<file path="src/rtl/vc_test_pkg.sv">
// Shared constants for the test sink blocks: LFSR geometry, taps and default seed.
package vc_test_pkg;

    localparam int c_lfsr_nbits = 16;
    // x^16+x^14+x^13+x^11+1 in right-shifting form: feedback from bits 0,2,3,5.
    localparam logic [c_lfsr_nbits-1:0] c_lfsr_taps = 16'h002D;
    localparam logic [c_lfsr_nbits-1:0] c_lfsr_seed = 16'hACE1;

endpackage

</file>
<file path="src/rtl/vc_lfsr16.sv">
// 16-bit Fibonacci LFSR; shifts right and feeds the tap parity into the MSB when enabled.
module vc_lfsr16
    import vc_test_pkg::*;
(
    input  logic                    clk,
    input  logic                    reset,
    input  logic                    en,
    input  logic [c_lfsr_nbits-1:0] seed,
    output logic [c_lfsr_nbits-1:0] out
);

    always_ff @(posedge clk) begin
        if (reset) begin
            out <= seed;
        end else if (en) begin
            out <= {^(out & c_lfsr_taps), out[c_lfsr_nbits-1:1]};
        end
    end

endmodule

</file>
<file path="src/rtl/vc_test_rand_delay_tag_sink.sv">
// Test sink that checks tagged messages in per-tag order against a preloaded table,
// stalling a pseudo-random number of cycles after every accepted message.
module vc_test_rand_delay_tag_sink
    import vc_test_pkg::*;
#(
    parameter int                    p_msg_nbits       = 8,
    parameter int                    p_entries_per_tag = 16,
    parameter int                    p_tag_nbits       = 2,
    parameter int                    p_tag_offset      = 0,
    parameter int                    p_max_delay       = 0,
    parameter logic [c_lfsr_nbits-1:0] p_lfsr_seed     = c_lfsr_seed
) (
    input  logic                   clk,
    input  logic                   reset,
    input  logic                   val,
    output logic                   rdy,
    input  logic [p_msg_nbits-1:0] msg,
    output logic                   done,
    output logic                   err,
    output logic [15:0]            num_failed
);

    localparam int c_num_tags   = 2 ** p_tag_nbits;
    localparam int c_depth      = c_num_tags * p_entries_per_tag;
    localparam int c_addr_nbits = $clog2(c_depth);
    localparam int c_cnt_nbits  = $clog2(p_entries_per_tag + 1);
    localparam logic [c_lfsr_nbits-1:0] c_dly_mask = c_lfsr_nbits'(p_max_delay);

    if (p_tag_offset + p_tag_nbits > p_msg_nbits) begin : g_bad_tag_field
        $error("tag field does not fit inside the message");
    end
    if (p_max_delay < 0 || p_max_delay > 255 || ((p_max_delay + 1) & p_max_delay) != 0) begin : g_bad_max_delay
        $error("p_max_delay must be 2^k-1 with k in 0..8");
    end

    // Expected-message table and per-tag counts are loaded externally; reset leaves them alone.
    logic [p_msg_nbits-1:0]  m   [c_depth];
    logic [c_cnt_nbits-1:0]  n   [c_num_tags];
    logic [c_cnt_nbits-1:0]  idx [c_num_tags];

    logic [c_lfsr_nbits-1:0] dly_cnt;
    logic [c_lfsr_nbits-1:0] lfsr;
    logic [p_tag_nbits-1:0]  tag;
    logic [c_addr_nbits-1:0] addr;
    logic                    xfer;
    logic                    in_range;
    logic                    fail;

    assign rdy      = (dly_cnt == '0) && !reset;
    assign xfer     = val && rdy;
    assign tag      = msg[p_tag_offset +: p_tag_nbits];
    assign addr     = c_addr_nbits'(tag) * c_addr_nbits'(p_entries_per_tag) + c_addr_nbits'(idx[tag]);
    assign in_range = idx[tag] < n[tag];
    assign fail     = xfer && (!in_range || (msg != m[addr]));

    vc_lfsr16 u_lfsr (
        .clk   (clk),
        .reset (reset),
        .en    (xfer),
        .seed  (p_lfsr_seed),
        .out   (lfsr)
    );

    always_ff @(posedge clk) begin
        if (reset) begin
            dly_cnt <= '0;
        end else if (xfer) begin
            dly_cnt <= lfsr & c_dly_mask;
        end else if (dly_cnt != '0) begin
            dly_cnt <= dly_cnt - 1'b1;
        end
    end

    always_ff @(posedge clk) begin
        if (reset) begin
            for (int t = 0; t < c_num_tags; t++) begin
                idx[t] <= '0;
            end
        end else if (xfer && in_range) begin
            idx[tag] <= idx[tag] + 1'b1;
        end
    end

    always_ff @(posedge clk) begin
        if (reset) begin
            num_failed <= '0;
            err        <= 1'b0;
        end else if (fail) begin
            err <= 1'b1;
            if (num_failed != 16'hFFFF) begin
                num_failed <= num_failed + 1'b1;
            end
        end
    end

    always_comb begin
        done = 1'b1;
        for (int t = 0; t < c_num_tags; t++) begin
            if (idx[t] != n[t]) begin
                done = 1'b0;
            end
        end
    end

`ifndef SYNTHESIS
    always_ff @(posedge clk) begin
        if (fail && in_range) begin
            $display("tag_sink: tag %0d slot %0d expected %h actual %h", tag, idx[tag], m[addr], msg);
        end else if (fail) begin
            $display("tag_sink: tag %0d slot %0d expected none actual %h", tag, idx[tag], msg);
        end
    end
`endif

endmodule

</file>
<file path="config.mk">
export PLATFORM = sky130hd
export DESIGN_NAME = vc_test_rand_delay_tag_sink
export DESIGN_NICKNAME = d
export VERILOG_FILES = /design/src/rtl/vc_test_pkg.sv /design/src/rtl/vc_lfsr16.sv /design/src/rtl/vc_test_rand_delay_tag_sink.sv
export SDC_FILE = /design/constraint.sdc
export NUM_CORES = 1
export LEC_CHECK = 0
export ABC_CLOCK_PERIOD_IN_PS = 2400
export BUFFER_PORTS_ARGS = -buffer_cell sky130_fd_sc_hd__buf_2
export CORE_AREA = 3 3 66 56
export DETAILED_ROUTE_END_ITERATION = 8
export DIE_AREA = 0 0 69 59
export PLACE_DENSITY_LB_ADDON = 0.25
export SYNTH_ARGS = -nofsm -noshare
export SYNTH_HDL_FRONTEND = slang
export SYNTH_HIERARCHICAL = 1
export SYNTH_SLANG_ARGS = --single-unit
export TNS_END_PERCENT = 5
</file>
<file path="constraint.sdc">
create_clock -name clk -period 2.4 [get_ports clk]
set_input_delay 0.36 -clock clk [delete_from_list [all_inputs] [get_ports clk]]
set_output_delay 0.36 -clock clk [all_outputs]
set_load 0.005 [all_outputs]
</file>
======== Word-level counts from Yosys, hierarchy flattened ========
Memory sizes are Yosys's and may differ from the RTL's.
Cells that the tools add are included.
storage, ports and cells
  register bits after elaboration ......... 33
  bits in writable memories ............... 20
  bits of input ports ..................... 11
  output and inout bits ................... 19
  logic and storage cells ................. 38
  memories kept ........................... 1
cells by class
  add/subtract/negate cells ............... 3
  $lt $le $gt $ge ......................... 1
  equality and inequality tests ........... 6
  muxes and demuxes ....................... 12
  reductions and logical operators ........ 12
memory list
  memory  words  width  rd ports  clocked after memory_dff  write ports  line                               source
  idx     4      5      5         0                         4            vc_test_rand_delay_tag_sink.sv:39  logic [c_cnt_nbits-1:0] idx [c_num_tags];
operators by type and width
  kind                                                                  number
  5-bit != test, second input constant                                  4
  16-bit by 1-bit adder with 16-bit output, second input constant       1
  16-bit zero test                                                      1
  16-bit != test, second input constant                                 1
  16-bit nonzero test                                                   1
  16-bit by 1-bit subtractor with 16-bit output, second input constant  1
  1-bit 2-to-1 mux                                                      10
  8-bit != test, second input constant                                  1
  5-bit by 1-bit adder with 5-bit output, second input constant         1
  5-bit < comparator, second input constant                             1
  5-bit 2-to-1 mux                                                      1
  5-bit OR reduction                                                    1
  1-bit logical AND                                                     4
  1-bit zero test                                                       2
  2-bit 2-to-1 mux                                                      1
  2-bit AND reduction                                                   1
  2-bit OR reduction                                                    1
  1-bit logical OR                                                      1

======== Longest topological paths before layout ========
Gate-level depths: netlist (run 1).
  word-level depth ........................ 9
  depth in mapped cells ................... 9
  mapped depth without buffers ............ 7

======== Worst setup path before layout (run 1) ========
OpenSTA, ideal clock, no wires.
  path type ............................... register to output
  start ................................... reg dly_cnt[6]
  end ..................................... out rdy
  arrival time ............................ 1.568 ns
  data required time ...................... 2.040 ns
  setup slack ............................. 0.472 ns
  cell stages (with the launch flop) ...... 5
  path buffers ............................ 0
  cell sequence ........................... dfxtp_1 > or4_1 > nor3_1 > nand3_1 > nor2_1
on the way
  longest elaborated chain between the ends .. 2
ends and longest elaborated chain
  element                   line                               source
  start: declaration        vc_test_rand_delay_tag_sink.sv:41  logic [c_lfsr_nbits-1:0] dly_cnt;
  start signal: assignment  vc_test_rand_delay_tag_sink.sv:68  dly_cnt <= lfsr & c_dly_mask;
  start signal: assignment  vc_test_rand_delay_tag_sink.sv:70  dly_cnt <= dly_cnt - 1'b1;
  16-bit zero test          vc_test_rand_delay_tag_sink.sv:49  assign rdy = (dly_cnt == '0) && !reset;
  1-bit logical AND         vc_test_rand_delay_tag_sink.sv:49
  end: declaration          vc_test_rand_delay_tag_sink.sv:16  output logic rdy,
No other way between the ends.

======== Final worst setup path (run 1) ========
Ends and elaborated chain as after synthesis.

==> results of run 1 <==
## worst max-delay path, stage by stage, from the launching register on
cell     delay [ns]
dfxtp_1        0.38
or4_1          0.60
nor3_2         0.19
nand3_1        0.13
nor2_1         0.12
buf_2          0.12
## logic make-up (layout without fill, tap and decap cells)
logic type / after synthesis / in the layout / synth area share
simple gates: 103 / 103 / 0.363
xor+xnor: 17 / 17 / 0.0882
other cells: 1 / 1 / 0.00222
mux: 4 / 4 / 0.0259
fa+ha+maj: 2 / 2 / 0.0148
flops: 33 / 33 / 0.391
buf+inv: 13 / 41 / 0.0363
compound gates: 21 / 21 / 0.0778
## per-stage QoR
step,power (uW),utilization
after floorplan,1380,-
after global placement,1560,0.603
after detailed placement,1600,0.603
after CTS,2010,0.629
after global routing,2140,0.631
final,2000,0.631
## layout make-up
cell class              count  area, um^2
fillers                   293        1130
multi-input cells         148         971
inverters                   7        26.3
clock buffers               8        80.1
repair buffers             26         145
flip-flops and latches     33         661
well taps                  40        50.0
## state kept, by name, indices dropped and copies added, names as in the netlist
| name | count |
|---|---|
| err | 1 |
| num_failed | 16 |
| dly_cnt | 16 |
## layout by cell type, fill, tap and decap left out, types with 3 or more instances in the layout
master     n
nor2_1    33
dfxtp_1   33
buf_2     20
nand3_1   17
a21oi_1   10
xnor2_1    9
nand2_1    8
xor2_1     8
inv_1      7
buf_4      6
nand4_1    5
nor4_1     5
clkbuf_8   5
nor3_1     4
nor2b_1    4
and4_1     4
nor4_2     4
a21o_1     4
o21ai_0    3
clkbuf_1   3
## power breakdown
| group | leakage [uW] | switching [uW] | internal, uW |
|---|---|---|---|
| combinational | 0.000456 | 488 | 369 |
| sequential | 0.000268 | 110 | 638 |
| clock | 0.0000395 | 193 | 206 |
## layer usage
layer	wire, um	GRT usage	part of all wire	vias up
li1	-	-	-	740
met1	1810	0.238	0.50	683
met2	1620	0.329	0.45	32
met3	135	0.0458	0.037	5
met4	44	0.0696	0.012	0
met5	0	0	0	-
## final timing paths
check / cells after the start / to / slack (ns)
hold reg to reg: 2 / err$_SDFFE_PP0P_ / 0.48
setup reg to reg: 6 / num_failed[3]$_SDFFE_PP0P_ / 0.25
hold / removal: 2 / num_failed[2]$_SDFFE_PP0P_ / 0.47
setup / recovery: 5 / rdy / 0.22
## what timing repair did
| action | CTS | global route |
|---|---|---|
| hold buffers | 0 | 0 |
| setup buffers | 0 | 0 |
| setup endpoints to repair | 0 | 1 |
| gates resized for setup | 0 | 1 |
==> results.yml, run 1 <==
outcome:
  outcome: "complete, no violations"
worst_setup_path:
  crit_path_start_kind: "flip-flop"
  end_kind: "output port"
  path_class: "flip-flop to output port"
  worstPathArrival_ns: 1.82
  cp-startpoint: "dly_cnt[6]$_SDFFE_PP0P_"
  cp.required_ns: 2.04
  rr_startpoint: "num_failed[0]$_SDFFE_PP0P_"
  critical_path.max_fanout: 7
synthesis:
  syn_area_um2: 1690
  yosys.area.top_type: "dfxtp_1"
  yosysUniqueCellTypes: 43
  synth_commonest_cells: "dfxtp_1 (33), nor2_1 (33), nand3_1 (17), a21oi_1 (10), xnor2_1 (9)"
  ys_ff_latch: 33
  synth-edff-count: 0
  synth-warning-count: 6
  yosys.area.top_type_share: 0.391
  synth-seq-area-share: 0.391
  async_reset_ff_frac: 0
  syn_nets: 207
  avgSynthCellArea_um2: 8.70
  synth_area_leaders: "dfxtp_1 (39%), nor2_1 (7.3%), nand3_1 (5.0%), xnor2_1 (4.7%), xor2_1 (4.2%)"
  synthFlopType: "dfxtp_1"
  synthCells: 194
sta:
  fin_hold_ws_ns: 0.471
  timing.fmax_mhz: 458
  fin_crit_ns: 2.18
  finalSetupViolCount: 0
  post-route-period-util: 0.909
  worstMarginPinSlew_ns: 0.555
  setup_tns_ns: 0
  finalHoldViolCount: 0
  setup_slack_ns: 0.219
  maxSlewViolCount: 0
  grt_setup_unrepaired: "no"
  relSlewSlack: 0.626
  finalClockSkew_ns: 0.00543
clock_tree:
  clockBufferDepth: 2
  clkSlewWorstSetupHoldPaths_ns: 0.07
  cts_tree: "yes"
  ctsHtreeMaxLevel: 2
  cts-root-buf: "clkbuf_8"
  numCtsBuffers: 5
  insertion_delay_ns: 0.29
  numClockSinks: 33
final_layout:
  num_antenna_cells: 0
  drive_gt1_frac: 0.203
  nets: 234
  areaGrowthSynthToFinish_pct: 14.5
  fin_area_um2: 1930
  stdcell_count: 262
routing:
  antenna_left: 0
  viasPerCell: 5.57
  dr_total_vias: 1460
  first_pass_iters: 4
  drc: 0
  wl_um: 3620
  wl_per_cell_um: 13.8
  drt_iter0_drc: 72
job:
  drv_cap: 0
global_routing:
  grt_pass1_vias: 1481
  grt.overflow.total: 0
  grt_max_degree: 23
  grt_usage: 0.192
  antenna_found_initial: 0
  grt_pass1_wl_um: 6330
floorplanning:
  io_pins: 30
  die_h_um: 59
  start_util: 0.551
  die_w_um: 69
  core_um2: 3060
  die_area_um2: 4070
  num_rows: 18
place:
  placedInstanceArea_um2: 1850
  gp_congestion: 0.806
  io_buffers: 20
  place_inst: 254
  dpl.hpwl_um: 2670
  pre_cts_slack_ns: 0.310
power_and_ir_drop:
  worst_ir_drop_vdd_v: 0.000744
  pwr_density_cell_nw_per_um2: 1040
  leakagePower_uw: 0.000764
worst_hold_path:
  hold_class: "primary input to flip-flop"
  min_from: "reset"
(Power assumes the default switching activity.)
==> inputs of run 2 (changes only) <==
- RECOVER_POWER: unset -> 100
==> run 2 against run 1 <==
Compared with the run above: clock power barely moved; global-route usage is the same; fmax fell by 1.3%; first-iteration DRC count shrank 8.3%; die area is the same; non-clock buffer count unchanged; critical path depth increased by 3; critical endpoint is now num_failed[1]$_SDFFE_PP0P_; highest routed layer unchanged.
==> results.yml, run 2 (synthesis results as in run 1) <==
sta:
  grt_setup_unrepaired: "no"
  worstMarginPinSlew_ns: 0.594
  finalSetupViolCount: 0
  finalClockSkew_ns: 0.00568
  post-route-period-util: 0.921
  timing.fmax_mhz: 452
  fin_hold_ws_ns: 0.465
  finalHoldViolCount: 0
  fin_crit_ns: 2.21
  maxSlewViolCount: 0
  relSlewSlack: 0.600
  setup_tns_ns: 0
clock_tree:
  cts_hold_buf: 0
  numCtsBuffers: 5
  numClockSinks: 33
  cts-root-buf: "clkbuf_8"
  clkSlewWorstSetupHoldPaths_ns: 0.07
  cts_tree: "yes"
  insertion_delay_ns: 0.29
  cts_setup_buffers: 0
  postCtsResizedCells: 0
  ctsHtreeMaxLevel: 2
  clockBufferDepth: 2
final_layout:
  layout_common_cells: "nor2_1 (33), dfxtp_1 (33), nand3_1 (17)"
  seq_area_um2: 661
  fillers: 301
  areaGrowthSynthToFinish_pct: 12.7
  multi_input_comb_area_um2: 955
  num_antenna_cells: 0
  top_regs: "dly_cnt: 16 flops, num_failed: 16 flops, err: 1 flops"
  drive_gt1_frac: 0.140
  nets: 234
global_routing:
  grt_usage: 0.192
  grt_pass1_wl_um: 6330
  grt_max_degree: 23
  grt.overflow.total: 0
  grt_pass1_vias: 1481
  antenna_found_initial: 0
place:
  gp_congestion: 0.806
  dpl.hpwl_um: 2670
  io_buffers: 20
routing:
  wl_per_cell_um: 13.8
  antenna_left: 0
  drt_iter0_drc: 66
  wl_um: 3610
  drc: 0
  first_pass_iters: 4
  dr_total_vias: 1468
  viasPerCell: 5.60
power_and_ir_drop:
  swShare: 0.393
  power_frac_seq: 0.377
  power.switching_uw: 781
  internal-power_uw: 1200
  leakagePower_uw: 0.000718
  worst_ir_drop_vdd_v: 0.000740
  pwr_density_cell_nw_per_um2: 1040
  pwr-share-clk: 0.201
  pwr-share-comb: 0.422
worst_setup_path:
  worstPathArrival_ns: 2.38
  rr_endpoint: "num_failed[1]$_SDFFE_PP0P_"
  cp.required_ns: 2.57
  rr_startpoint: "dly_cnt[0]$_SDFFE_PP0P_"
  end_kind: "flip-flop"
  rrSetupSlack_ns: 0.19
  critical_path.max_fanout: 11
  crit_path_start_kind: "flip-flop"
  cp-startpoint: "dly_cnt[0]$_SDFFE_PP0P_"
  ff2ff_path_depth: 8
  path_class: "flip-flop to flip-flop"
floorplanning:
  num_rows: 18
  core_um2: 3060
  io_pins: 30
  start_util: 0.551
  die_h_um: 59
  die_area_um2: 4070
  die_w_um: 69
job:
  drv_cap: 0
outcome:
  outcome: "complete, no violations"
worst_hold_path:
  min_to: "num_failed[2]$_SDFFE_PP0P_"
  hold_class: "primary input to flip-flop"
  whs_path_depth: 2
  min_from: "reset"
-- run 2: power groups by stage --
stage	Combinational [uW]	Clock (uW)	Sequential, uW
floorplan	645	0	740
global placement	816	0	747
detailed placement	846	0	755
CTS	856	406	746
global route	933	431	764
finish	838	399	749
-- run 2: per-layer routing --
metal	track usage	vias up	share of wire	wire, um
li1	-	743	-	-
met1	0.238	682	0.49	1790
met2	0.329	36	0.44	1580
met3	0.0458	7	0.053	192
met4	0.0696	0	0.014	51
met5	0	-	0	0
-- run 2: area by class of cell --
type                    count  share of cell area
flip-flops and latches     33               0.347
inverters                   7              0.0138
multi-input cells         148               0.502
repair buffers             26              0.0684
clock buffers               8              0.0421
well taps                  40              0.0263
-- run 2: worst max path at each step --
stage                                            end  slack, ns  cells after the start
after floorplan                                  rdy       0.47                      4
after detailed placement  num_failed[6]$_SDFFE_PP0P_       0.31                      7
after global routing      num_failed[1]$_SDFFE_PP0P_       0.07                      8
final                     num_failed[1]$_SDFFE_PP0P_       0.19                      8
after CTS                                        rdy       0.13                      5
after global placement    num_failed[6]$_SDFFE_PP0P_       0.36                      7
-- run 2: critical path, cell delays in order, from the launching register on --
cell      delay, ns
dfxtp_1        0.35
inv_1          0.07
ha_1           0.22
nor2b_1        0.23
nand4b_4       0.23
a211oi_1       0.38
clkbuf_1       0.30
mux2i_1        0.25
nor2_1         0.06
-- run 2: metrics by stage --
stage	total power (uW)	util	std cells	setup slack [ns]	cell area [um^2]
6_report	1990	0.621	262	0.189	1900
4_1_cts	2010	0.629	262	0.129	1930
5_1_grt	2130	0.621	262	0.0656	1900
3_5_place_dp	1600	0.603	254	0.310	1850
3_3_place_gp	1560	0.603	254	0.358	1850
2_1_floorplan	1380	-	194	0.472	1690
==> inputs of run 3 (changes only) <==
- PLACE_DENSITY: unset -> 0.88
- PLACE_DENSITY_LB_ADDON: 0.25 -> unset
- REMOVE_ABC_BUFFERS: unset -> 1
==> run 3 against run 2 <==
Compared with the run above: combinational power shrank 6.3%; clock-buffer cell count shrank 3; clock power shrank 6.8%; final area shrank 1.1%; clock skew grew 0.0018 ns; critical path depth shrank 3; die area is the same; core utilization shrank 0.69 points; sequential share of layout area grew 0.39 points; wire length shrank 10%; non-clock buffer count shrank 2.
==> results.yml, run 3 (synthesis results as in run 1) <==
worst_setup_path:
  ff2ff_path_depth: 7
  cp.required_ns: 2.04
  rr_endpoint: "num_failed[6]$_SDFFE_PP0P_"
  rr_startpoint: "dly_cnt[0]$_SDFFE_PP0P_"
  rrSetupSlack_ns: 0.24
  critical_path.max_fanout: 7
  end_kind: "output port"
  path_class: "flip-flop to output port"
  worstPathArrival_ns: 1.87
  crit_path_start_kind: "flip-flop"
power_and_ir_drop:
  leakagePower_uw: 0.000709
  swShare: 0.389
  pwr_density_cell_nw_per_um2: 1010
  pwr-share-comb: 0.412
  pwr-share-clk: 0.195
  power_frac_seq: 0.392
  power.switching_uw: 742
  internal-power_uw: 1160
  worst_ir_drop_vdd_v: 0.000583
routing:
  viasPerCell: 5.52
  drt_iter0_drc: 84
  antenna_left: 0
  dr_total_vias: 1423
  first_pass_iters: 4
  drc: 0
  wl_per_cell_um: 12.6
  wl_um: 3240
worst_hold_path:
  whs_path_depth: 2
  min_from: "reset"
  hold_class: "primary input to flip-flop"
  min_to: "num_failed[7]$_SDFFE_PP0P_"
global_routing:
  antenna_found_initial: 0
  grt_usage: 0.175
  grt_pass1_wl_um: 5660
  met2_usage: 0.249
  grt_pass1_vias: 1288
  grtUsageMet1: 0.240
  met3_usage: 0.0441
  grt-busiest-layer: "met2"
  grt_max_degree: 23
  grt.overflow.total: 0
sta:
  worstMarginPinSlew_ns: 0.532
  relSlewSlack: 0.646
  finalHoldViolCount: 0
  setup_tns_ns: 0
  fin_crit_ns: 2.23
  grt_setup_unrepaired: "no"
  post-route-period-util: 0.930
  finalSetupViolCount: 0
  timing.fmax_mhz: 448
  finalClockSkew_ns: 0.00743
  maxSlewViolCount: 0
clock_tree:
  cts-root-buf: "clkbuf_8"
  cts_hold_buf: 0
  ctsHtreeMaxLevel: 2
  cts_tree: "yes"
  cts_setup_buffers: 0
  clockBufferDepth: 2
  clkSlewWorstSetupHoldPaths_ns: 0.06
  numCtsBuffers: 5
  insertion_delay_ns: 0.29
  numClockSinks: 33
final_layout:
  num_antenna_cells: 0
  drive_gt1_frac: 0.138
  top_regs: "dly_cnt: 16 flops, num_failed: 16 flops, err: 1 flops"
  nets: 232
  layout_common_cells: "nor2_1 (33), dfxtp_1 (33), nand3_1 (17)"
  fillers: 279
  fin_util: 0.614
  areaGrowthSynthToFinish_pct: 11.4
place:
  io_buffers: 20
  dpl.hpwl_um: 2370
  gp_congestion: 0.832
job:
  drv_cap: 0
outcome:
  outcome: "complete, no violations"
floorplanning:
  start_util: 0.551
  io_pins: 30
  num_rows: 18
  core_um2: 3060
  die_w_um: 69
  die_area_um2: 4070
  die_h_um: 59
-- run 3: cell types whose count changed in the layout (fill, tap and decap cells not counted), sizes merged --
| cell | change |
|---|---|
| clkbuf | -3 |
| clkinv | +1 |
| buf | -2 |
-- run 3: metal layers --
layer  routed length, um  vias to the layer above
li1                    -                      731
met2                1340                       35
met4                  74                        0
met3                 180                        7
met5                   0                        -
met1                1640                      650
-- run 3: final cells by class --
type                            instances  area, um^2  area share
Timing Repair Buffer                   24         115      0.0612
Tap cell                               40        50.0      0.0266
Clock buffer                            5        68.8      0.0366
Inverter                                7        26.3      0.0140
Sequential cell                        33         661       0.351
Clock inverter                          1        5.00     0.00266
Multi-Input combinational cell        148         955       0.508
-- run 3: power groups by stage --
stage / Sequential, uW / Clock (uW) / Combinational, uW
after floorplan: 740 / 0 / 616
after global placement: 753 / 0 / 771
after detailed placement: 755 / 0 / 800
after CTS: 745 / 384 / 802
after global routing: 763 / 408 / 886
final: 747 / 372 / 785
-- run 3: timing repair --
| action | CTS | global route |
|---|---|---|
| endpoints found under the hold margin | 0 | 0 |
| setup endpoints to repair | 0 | 1 |
| resized for setup | 0 | 1 |
-- run 3: through the flow --
stage / power, uW / std cells / area, um^2 / hold WS [ns] / worst slack [ns]
CTS: 1930 / 258 / 1910 / 0.460 / 0.0551
global route: 2060 / 258 / 1880 / 0.496 / 0.00489
detailed placement: 1550 / 252 / 1830 / 0.467 / 0.313
global placement: 1520 / 252 / 1830 / 0.461 / 0.366
finish: 1900 / 258 / 1880 / 0.464 / 0.169
floorplan: 1360 / 188 / 1650 / 0.429 / 0.472
-- run 3: worst max-delay path by stage --
stage / startpoint / cells past startpoint / slack [ns] / end
4_1_cts: dly_cnt[6]$_SDFFE_PP0P_ / 5 / 0.06 / rdy
5_1_grt: dly_cnt[6]$_SDFFE_PP0P_ / 5 / 0.005 / rdy
3_3_place_gp: dly_cnt[0]$_SDFFE_PP0P_ / 7 / 0.37 / num_failed[6]$_SDFFE_PP0P_
3_5_place_dp: dly_cnt[0]$_SDFFE_PP0P_ / 7 / 0.31 / num_failed[6]$_SDFFE_PP0P_
2_1_floorplan: dly_cnt[6]$_SDFFE_PP0P_ / 4 / 0.47 / rdy
6_report: dly_cnt[6]$_SDFFE_PP0P_ / 5 / 0.17 / rdy
-- run 3: worst max-delay path, stage by stage, from the launching register on --
cell      delay, ns
dfxtp_1        0.38
or4_1          0.59
nor3_2         0.22
nand3_1        0.17
nor2_1         0.12
clkbuf_1       0.12
